**config.mk**
```make
export PLATFORM = sky130hd
export DESIGN_NAME = pipe_if_stage_flat
export DESIGN_NICKNAME = d
export VERILOG_FILES = /design/src/rtl/pipe_pkg.sv /design/src/rtl/pipe_if_stage_if.sv /design/src/rtl/pipe_npc_sel.sv /design/src/rtl/pipe_if_stage.sv /design/src/flat_wrapper.sv
export SDC_FILE = /design/constraint.sdc
export NUM_CORES = 1
export LEC_CHECK = 0
export CORE_MARGIN = 5
export CORE_UTILIZATION = 42
export DETAILED_ROUTE_END_ITERATION = 8
export PLACE_DENSITY = 0.76
export SLEW_MARGIN = 30
export SYNTH_ARGS = -nofsm -noshare
export SYNTH_HDL_FRONTEND = slang
export SYNTH_SLANG_ARGS = --single-unit
```
**constraint.sdc**
```tcl
create_clock -name clock -period 2.4 [get_ports clock]
set_clock_uncertainty 0.2 [all_clocks]
set_input_delay 0.48 -clock clock [delete_from_list [all_inputs] [get_ports clock]]
set_output_delay 0.48 -clock clock [all_outputs]
set_load 0.05 [all_outputs]
```
**src/rtl/pipe_pkg.sv**
```systemverilog
// Shared encodings and types for the instruction-fetch stage.
package pipe_pkg;

    // Next-PC select values driven by the ID-stage control unit
    localparam logic [1:0] PCSRC_PC4 = 2'b00;
    localparam logic [1:0] PCSRC_BR  = 2'b01;
    localparam logic [1:0] PCSRC_JR  = 2'b10;
    localparam logic [1:0] PCSRC_J   = 2'b11;

    localparam logic [31:0] NOP_INST = 32'h0000_0000;
    localparam logic [31:0] RESET_PC = 32'h0000_0000;

    // FETCH: request outstanding on the instruction bus
    // HOLD : a fetched word is parked while ID is stalled
    typedef enum logic {
        FETCH = 1'b0,
        HOLD  = 1'b1
    } fetch_state_t;

endpackage

```
**src/rtl/pipe_if_stage_if.sv**
```systemverilog
// Instruction-memory request/acknowledge bus seen by the fetch stage.
interface pipe_if_stage_if;
    logic [31:0] imem_addr;
    logic        imem_req;
    logic [31:0] imem_rdata;
    logic        imem_ack;

    modport master (
        output imem_addr,
        output imem_req,
        input  imem_rdata,
        input  imem_ack
    );

    modport slave (
        input  imem_addr,
        input  imem_req,
        output imem_rdata,
        output imem_ack
    );
endinterface

```
**src/rtl/pipe_npc_sel.sv**
```systemverilog
// Redirect target mux: picks branch, jr or jump target from pcsource.
module pipe_npc_sel
    import pipe_pkg::*;
(
    input  logic [1:0]  pcsource,
    input  logic [31:0] bpc,
    input  logic [31:0] da,
    input  logic [31:0] jpc,
    output logic [31:0] target
);

    // Targets pass through unmodified; the pc+4 case never redirects
    always_comb begin
        target = bpc;
        case (pcsource)
            PCSRC_BR: target = bpc;
            PCSRC_JR: target = da;
            PCSRC_J:  target = jpc;
            default:  target = bpc;
        endcase
    end

endmodule

```
**src/rtl/pipe_if_stage.sv**
```systemverilog
// Instruction fetch stage: fetch FSM, PC, pending redirect and IF/ID register.
// Redirects take effect after the delay-slot instruction already in IF.
//
//   state | meaning
//   FETCH | imem_req high, waiting for imem_ack at address pc
//   HOLD  | word acked during an ID stall, parked in hold_inst
module pipe_if_stage
    import pipe_pkg::*;
(
    input  logic              clock,
    input  logic              reset,
    input  logic [1:0]        pcsource,
    input  logic [31:0]       bpc,
    input  logic [31:0]       da,
    input  logic [31:0]       jpc,
    input  logic              wpcir,
    pipe_if_stage_if.master   imem,
    output logic [31:0]       pc,
    output logic [31:0]       d_pc4,
    output logic [31:0]       d_inst,
    output logic              d_valid
);

    fetch_state_t state, state_nxt;
    logic [31:0]  hold_inst;
    logic         pend_valid;
    logic [31:0]  pend_pc;
    logic [31:0]  target;
    logic [31:0]  pc_plus4;
    logic [31:0]  word;
    logic         fetched;
    logic         redirect;
    logic         ack_in_fetch;

    pipe_npc_sel u_npc_sel (
        .pcsource (pcsource),
        .bpc      (bpc),
        .da       (da),
        .jpc      (jpc),
        .target   (target)
    );

    // Fetch-complete, redirect and PC increment terms shared by FSM and datapath
    always_comb begin
        ack_in_fetch = (state == FETCH) && imem.imem_ack;
        fetched      = ack_in_fetch || (state == HOLD);
        word         = (state == HOLD) ? hold_inst : imem.imem_rdata;
        redirect     = wpcir && d_valid && (pcsource != PCSRC_PC4);
        pc_plus4     = pc + 32'd4;
    end

    // FSM state register
    always_ff @(posedge clock) begin
        if (reset) begin
            state <= FETCH;
        end else begin
            state <= state_nxt;
        end
    end

    // FSM next state: park an acked word while ID stalls, resume on consume
    always_comb begin
        state_nxt = state;
        case (state)
            FETCH:   if (!wpcir && imem.imem_ack) state_nxt = HOLD;
            HOLD:    if (wpcir) state_nxt = FETCH;
            default: state_nxt = FETCH;
        endcase
    end

    // FSM outputs: request gated off combinationally during reset
    always_comb begin
        imem.imem_req  = (state == FETCH) && !reset;
        imem.imem_addr = pc;
    end

    // PC, pending redirect, parked word and IF/ID register
    always_ff @(posedge clock) begin
        if (reset) begin
            pc         <= RESET_PC;
            d_pc4      <= 32'h0;
            d_inst     <= NOP_INST;
            d_valid    <= 1'b0;
            pend_valid <= 1'b0;
            pend_pc    <= 32'h0;
            hold_inst  <= NOP_INST;
        end else if (wpcir) begin
            if (fetched) begin
                d_inst     <= word;
                d_pc4      <= pc_plus4;
                d_valid    <= 1'b1;
                pend_valid <= 1'b0;
                if (redirect) begin
                    pc <= target;
                end else if (pend_valid) begin
                    pc <= pend_pc;
                end else begin
                    pc <= pc_plus4;
                end
            end else begin
                d_inst  <= NOP_INST;
                d_valid <= 1'b0;
                if (redirect) begin
                    pend_valid <= 1'b1;
                    pend_pc    <= target;
                end
            end
        end else if (ack_in_fetch) begin
            hold_inst <= imem.imem_rdata;
        end
    end

endmodule

```
**src/flat_wrapper.sv**
```systemverilog
// flat-port wrapper written by rule: the top's interface ports become plain ports
module pipe_if_stage_flat import pipe_pkg::*;
  (clock, reset, pcsource, bpc, da, jpc, wpcir, pc, d_pc4, d_inst, d_valid, imem_imem_addr, imem_imem_req, imem_imem_rdata, imem_imem_ack);
  pipe_if_stage_if imem_i ();
  input  logic clock;
  input  logic reset;
  input  logic [1:0] pcsource;
  input  logic [31:0] bpc;
  input  logic [31:0] da;
  input  logic [31:0] jpc;
  input  logic wpcir;
  output logic [31:0] pc;
  output logic [31:0] d_pc4;
  output logic [31:0] d_inst;
  output logic d_valid;
  output wire logic [$bits(imem_i.imem_addr)-1:0] imem_imem_addr;
  output wire logic [$bits(imem_i.imem_req)-1:0] imem_imem_req;
  input wire logic [$bits(imem_i.imem_rdata)-1:0] imem_imem_rdata;
  input wire logic [$bits(imem_i.imem_ack)-1:0] imem_imem_ack;
  assign imem_imem_addr = imem_i.imem_addr;
  assign imem_imem_req = imem_i.imem_req;
  assign imem_i.imem_rdata = imem_imem_rdata;
  assign imem_i.imem_ack = imem_imem_ack;
  pipe_if_stage u_core (.clock(clock), .reset(reset), .pcsource(pcsource), .bpc(bpc), .da(da), .jpc(jpc), .wpcir(wpcir), .imem(imem_i), .pc(pc), .d_pc4(d_pc4), .d_inst(d_inst), .d_valid(d_valid));
endmodule
```
==> metrics, run 1 <==
pin count of the biggest net entering global routing 59; H-tree depth 4; hold_buf cts 0; port buffer count 263; ys async rst share 0%; CTS tree done; CP cell instances clkdlybuf4s50_1; CTS buffer count 17; CP Capture Type output pin; WP data arrival 1.66 ns; Netlist cell types 64; Vert. Die Dim 150.2 um; worst IR drop on VDD 0.0005784 V; max_slew headroom about three fifths; Synth Instances between 1k and 1.5k; CTS Root Cell clkbuf_16; num ports 264; Crit-path slowest cell clkdlybuf4s50_1; register bit total from synthesis 163; Die ar. 22550 um^2; WP buf/inv 1; width of the die ~150 um; WL final 26.47 mm; commonest cells in the netlist nand2_1, dfxtp_1, a21oi_1; Synthesized Nets roughly 1.2k; vias per cell 5.395; Slew Viols, Final 0; DRC violations left 0; Area growth, synth to finish 44.79%; Post-synth EDFFs 0; Worst-path clk slew 0.06 ns; CTS Sinks between 150 and 200; outcome complete, no violations; share of the yosys chip area belonging to registers 39.55%; remaining antenna violation count 0; CP max FO 9; TritonRoute pass-1 iters 5; diode count 0; Yosys top cell area share a little under 40%; Worst-Margin Slew 0.5723 ns; first-pass GRT wire length between 40 and 50 mm; DP Wirelength 19.71 mm; Cell Int Power 4.921 mW; CP max stage delay between 0.8 and 0.9 ns; main flop type after synthesis dfxtp_1; Final Power 6.986 mW; Gate power share 20.4%; per-cell routed wire length 17.01 um; CP startpoint kind flop; FMAX between 400 and 500 MHz; worst endpoint required time 1.72 ns; switching share of power 29.55%; Cell Area, Synth slightly above 8000 um^2; Synth area leaders dfxtp_1, nand2_1, mux2i_1, a21oi_1, nor2_1; Final nets 1413; Clk Latency, worst-skew pair 0.43 ns; Syn. warnings 0; GRT Residual Overflow 0; clock network power share between 30% and 40%; Sw Pwr between 2 and 2.5 mW; layout cells sized above 1 12.55%; GRT Overall Usage 22.76%; max cap viols 0; static leakage 4.646 nW; Clock Tree Buf Depth 2; antenna violations before repair 0; mean post-synth cell area 7.980 um^2; Place WS -0.08781 ns; Initial Util 42.54%; area leader, netlist dfxtp_1; setup violators final 0; vias in the first global route 7954; worst setup margin 0.05527 ns; via count 8395; CORE AREA slightly below 20000 um^2; WS Path Type flop to output pin; Tmin final 2.345 ns; RD Place Congestion about 0.94; site row count 51; DR iter-0 viols 553; crit-path leading delay family buffers and inverters; Hold Crit Class flop to flop; sequential power share around 42%; PwrDens roughly 580 nW/um^2; most frequent cell after synthesis nand2_1; Tcrit/Tclk final 97.70%; final hold vios 0
==> per-stage QoR <==
step	TNS, ns	cells	utilization (%)	area, um^2	hold slack [ns]
after floorplan	-0.1659	1034	-	8284	0.2311
after CTS	0	1555	61.27	11890	0.2438
after global placement	-0.01423	1523	58.50	11350	0.2348
final	0	1556	61.59	11950	0.2530
after global routing	-0.008598	1556	61.59	11950	0.2564
after detailed placement	-0.2505	1523	58.50	11350	0.2433
==> worst paths after layout <==
check	start	endpoint	slack [ns]	depth (start not counted)
max reg2reg	u_core.imem.imem_addr[2]	u_core.d_pc4[30]	0.09	6
min	u_core.hold_inst[26]	u_core.hold_inst[26]	0.25	2
min reg2reg	u_core.hold_inst[26]	u_core.hold_inst[26]	0.25	2
max	u_core.imem.imem_addr[15]	imem_imem_addr[15]	0.06	1
==> tightest hold or removal path, stage by stage, from the launching register on <==
cell and delay (ns):
dfxtp_1 0.31, nand2_1 0.05, a21oi_1 0.05
==> registers in the layout (all words and copies together), names as in the netlist <==
name	count
u_core.d_pc4	32
u_core.hold_inst	32
u_core.pend_pc	32
u_core.imem.imem_addr	32
u_core.pend_valid	1
u_core.state	1
u_core.d_valid	1
u_core.d_inst	32
==> placed cells by master, fill, tap and decap left out, types with 6 or more instances in the layout <==
| cell type | count |
|---|---|
| a211oi_1 | 37 |
| a21oi_1 | 118 |
| a311oi_1 | 7 |
| and3_1 | 6 |
| buf_12 | 11 |
| buf_4 | 75 |
| clkbuf_16 | 17 |
| clkdlybuf4s50_1 | 209 |
| dfxtp_1 | 142 |
| dfxtp_2 | 18 |
| dlygate4sd2_1 | 31 |
| dlymetal6s2s_1 | 14 |
| inv_1 | 10 |
| inv_6 | 6 |
| mux2i_1 | 68 |
| nand2_1 | 192 |
| nand3_1 | 13 |
| nand4_1 | 11 |
| nor2_1 | 85 |
| nor3_1 | 9 |
| o211ai_1 | 19 |
| o21a_1 | 10 |
| o21ai_0 | 47 |
| o221ai_1 | 9 |
| o32ai_1 | 7 |
| or3_1 | 7 |
| xnor2_1 | 13 |
| xor2_1 | 12 |
==> power by group through the flow <==
| stage | clock network (mW) | registers, mW | logic [mW] |
|---|---|---|---|
| 6_report | 2.66 | 2.90 | 1.42 |
| 2_1_floorplan | 0 | 3.21 | 0.566 |
| 3_3_place_gp | 0 | 2.95 | 1.42 |
| 4_1_cts | 2.71 | 2.90 | 1.43 |
| 3_5_place_dp | 0 | 2.96 | 1.44 |
| 5_1_grt | 2.83 | 2.91 | 1.52 |
==> logic make-up after synthesis <==
group,after synthesis,share of synthesized area [%]
simple gates,358,18.97
flops,163,39.55
mux,70,8.522
fa+ha+maj,1,0.1516
buf+inv,128,8.112
compound gates,289,22.05
xor+xnor,25,2.654
==> repair_timing <==
action / in CTS / in global routing
resized for setup: 31 / 20
setup buffers: 0 / 1
setup endpoints to repair: 31 / 20
pin swaps: 0 / 1
cloned: 0 / 0
==> per-layer routing <==
metal  GRT usage, %  part of all wire (%)  vias up
met5              0                     0        -
met4          6.130                   1.9        0
met3          8.007                   9.8       42
met2          37.76                    47      350
met1          28.17                    41     3872
li1               -                     -     4131
==> area by class of cell <==
cell class | count | area (um^2)
clock buffers | 20 | 456.7
clock inverters | 12 | 120.1
fillers | 1705 | 7451
inverters | 11 | 41.29
multi-input cells | 743 | 4369
flip-flops and latches | 163 | 3297
well taps | 265 | 331.6
repair buffers | 342 | 3332
Note: power is estimated with default switching activity, not from simulation.
==> run 2: changes to the inputs <==
--- a/config.mk
+++ b/config.mk
@@ -5,6 +5,7 @@
 export SDC_FILE = /design/constraint.sdc
 export NUM_CORES = 1
 export LEC_CHECK = 0
+export ABC_AREA = 1
 export CORE_MARGIN = 5
 export CORE_UTILIZATION = 42
 export DETAILED_ROUTE_END_ITERATION = 8
==> metrics, run 2 <==
RD Place Congestion 0.9244 (-1.6%); DRC violations left 0 (unchanged); PwrDens 649.9 nW/um^2 (+11%); crit-path leading delay family buffers and inverters; Final nets 1572 (+11%); Netlist cell types 32 (-50%); GRT Overall Usage 23.66% (+0.90 points); CTS Sinks 163 (unchanged); CORE AREA 18890 um^2 (-2.6%); Clk Latency, worst-skew pair 0.42 ns (about the same); setup violators final 0 (unchanged); Clock Tree Buf Depth 2 (unchanged); Cell Area, Placed 10930 um^2 (-3.7%); port buffer count 263 (unchanged); commonest cells in the netlist nand2_1, dfxtp_1, o21ai_0; Seq. cell area 3264 um^2 (-0.99%); unrepaired setup endpoints after global routing no; vias in the first global route 8370 (+5.2%); Die ar. 22200 um^2 (-1.6%); WP buf/inv 1 (unchanged); final hold vios 0 (unchanged); num ports 264 (unchanged); static leakage 4.925 nW (+6.0%); TritonRoute pass-1 iters 9 (+4); Final Power 7.501 mW (+7.4%); width of the die 149.0 um (-0.78%); CTS buffer count 17 (unchanged); setup TNS 0 ns (unchanged); FMAX 424.5 MHz (-0.46%); main flop type after synthesis dfxtp_1; commonest non-fill, non-tap cell in the layout nand2_1; Min Hold Slack 0.1452 ns (-0.1078 ns); ys async rst share 0% (unchanged); Synthesized Nets 1350 (+15%); share of the yosys chip area belonging to registers 40.22% (+0.67 points); CP max FO 4 (-5); mean post-synth cell area 6.678 um^2 (-16%); area of the multi-input gates 3851 um^2 (-12%); Cell Area, Synth 8114 um^2 (-1.7%); register bit total from synthesis 163 (unchanged); Vert. Die Dim 149.0 um (-0.78%); Yosys top cell area share 40.22% (+0.67 points); Syn. warnings 0 (unchanged); Final Cell Area 11540 um^2 (-3.4%); site row count 50 (-2.0%); antenna violations before repair 0 (unchanged); WL final 26.84 mm (+1.4%); Place WS -0.1096 ns (-0.02183 ns); pin count of the biggest net entering global routing 66 (+12%); most frequent cell after synthesis nand2_1; layout cells sized above 1 8.207% (-4.3 points); Worst-Margin Slew 0.5728 ns (+0.0005214 ns); CP Capture Type output pin; Post-synth EDFFs 0 (unchanged); outcome complete, no violations; Crit-path slowest cell clkdlybuf4s50_1; CTS tree done; Tmin final 2.356 ns (+0.01095 ns); worst IR drop on VDD 0.0005741 V (-0.75%); Initial Util 42.95% (+0.41 points); remaining antenna violation count 0 (unchanged); WP data arrival 1.68 ns (+0.02 ns); first-pass GRT wire length 42.70 mm (+4.2%); DP Wirelength 19.92 mm (+1.1%); worst setup margin 0.04431 ns (-0.01095 ns); Hold Crit Class input pin to flop; worst endpoint required time 1.72 ns (about the same); H-tree depth 4 (unchanged); Synth area leaders dfxtp_1, nand2_1, o21ai_0, a21oi_1, nand3_1; via count 8767 (+4.4%); vias per cell 5.127 (-5.0%); area leader, netlist dfxtp_1; DR iter-0 viols 760 (+37%); fillcell total 1768 (+3.7%); CTS Root Cell clkbuf_16; Slew Viols, Final 0 (unchanged); GRT Residual Overflow 0 (unchanged); WS Path Type flop to output pin; CP startpoint u_core.imem.imem_addr[3]; RR Startpoint u_core.imem.imem_addr[3]; Worst-path clk slew 0.06 ns (about the same); Tcrit/Tclk final 98.15% (+0.46 points); Area growth, synth to finish 42.25%; CP cell instances clkdlybuf4s50_1; CP startpoint kind flop; diode count 0 (unchanged); commonest cells after routing, fill and taps aside nand2_1, clkdlybuf4s50_1, dfxtp_1, o21ai_0, inv_1; max cap viols 0 (unchanged); CP max stage delay 0.85 ns (+0.02 ns); max_slew headroom 61.69% (about the same); per-cell routed wire length 15.69 um (-7.8%); Synth Instances 1215 (+18%); worst min-delay path startpoint reset
==> run 2: cell count changes after synthesis, moves of 18 or more <==
cell,delta
nand3_1,+87
o21ai_0,+108
a211oi_1,-37
inv_1,+101
mux2i_1,-68
nand2_1,+93
nor2_1,+18
==> run 2: worst paths after layout <==
check / cells past startpoint / end / slack [ns]
worst max register to register: 11 / u_core.imem.imem_addr[24] / 0.38
worst max-delay path: 1 / pc[3] / 0.04
worst min-delay path: 2 / u_core.imem.imem_addr[1] / 0.15
worst min register to register: 2 / u_core.hold_inst[23] / 0.25
==> run 2: routing by layer <==
metal | track usage (%) | up-vias | routed length, um
met1 | 31.18 | 3956 | 11400
li1 | - | 4369 | -
met2 | 38.61 | 394 | 12480
met4 | 8.833 | 0 | 745
met3 | 4.497 | 48 | 2213
met5 | 0 | - | 0
==> run 2: area by class of cell <==
class / instances / area share (%)
inverters: 118 / 3.837
flip-flops and latches: 163 / 28.28
clock buffers: 22 / 4.108
clock inverters: 10 / 1.463
repair buffers: 310 / 26.12
well taps: 260 / 2.818
multi-input cells: 827 / 33.37
==> run 2: where the power goes <==
part / switching (mW) / internal [mW] / leakage, nW
logic: 1.00 / 0.604 / 3.29
clock network: 1.10 / 1.83 / 0.304
registers: 0.108 / 2.85 / 1.33
total: 2.21 / 5.29 / 4.92
==> run 2: cell families (layout without fill, tap and decap cells) <==
group,after synthesis,after routing,synth area share [%]
simple gates,514,514,26.58
compound gates,306,306,20.05
xor+xnor,6,6,0.6476
buf+inv,225,460,12.35
fa+ha+maj,1,1,0.1542
flops,163,163,40.22
==> run 2: through the flow <==
stage,util [%],cells
finish,61.09,1710
global route,61.09,1710
CTS,61.04,1710
detailed placement,57.86,1678
global placement,57.86,1678
floorplan,-,1215
==> run 2: repair_timing <==
action	4_1_cts	5_1_grt
setup endpoints to repair	34	4
setup buffers	0	0
cloned	0	0
gates resized for setup	34	4
hold buffers	0	0
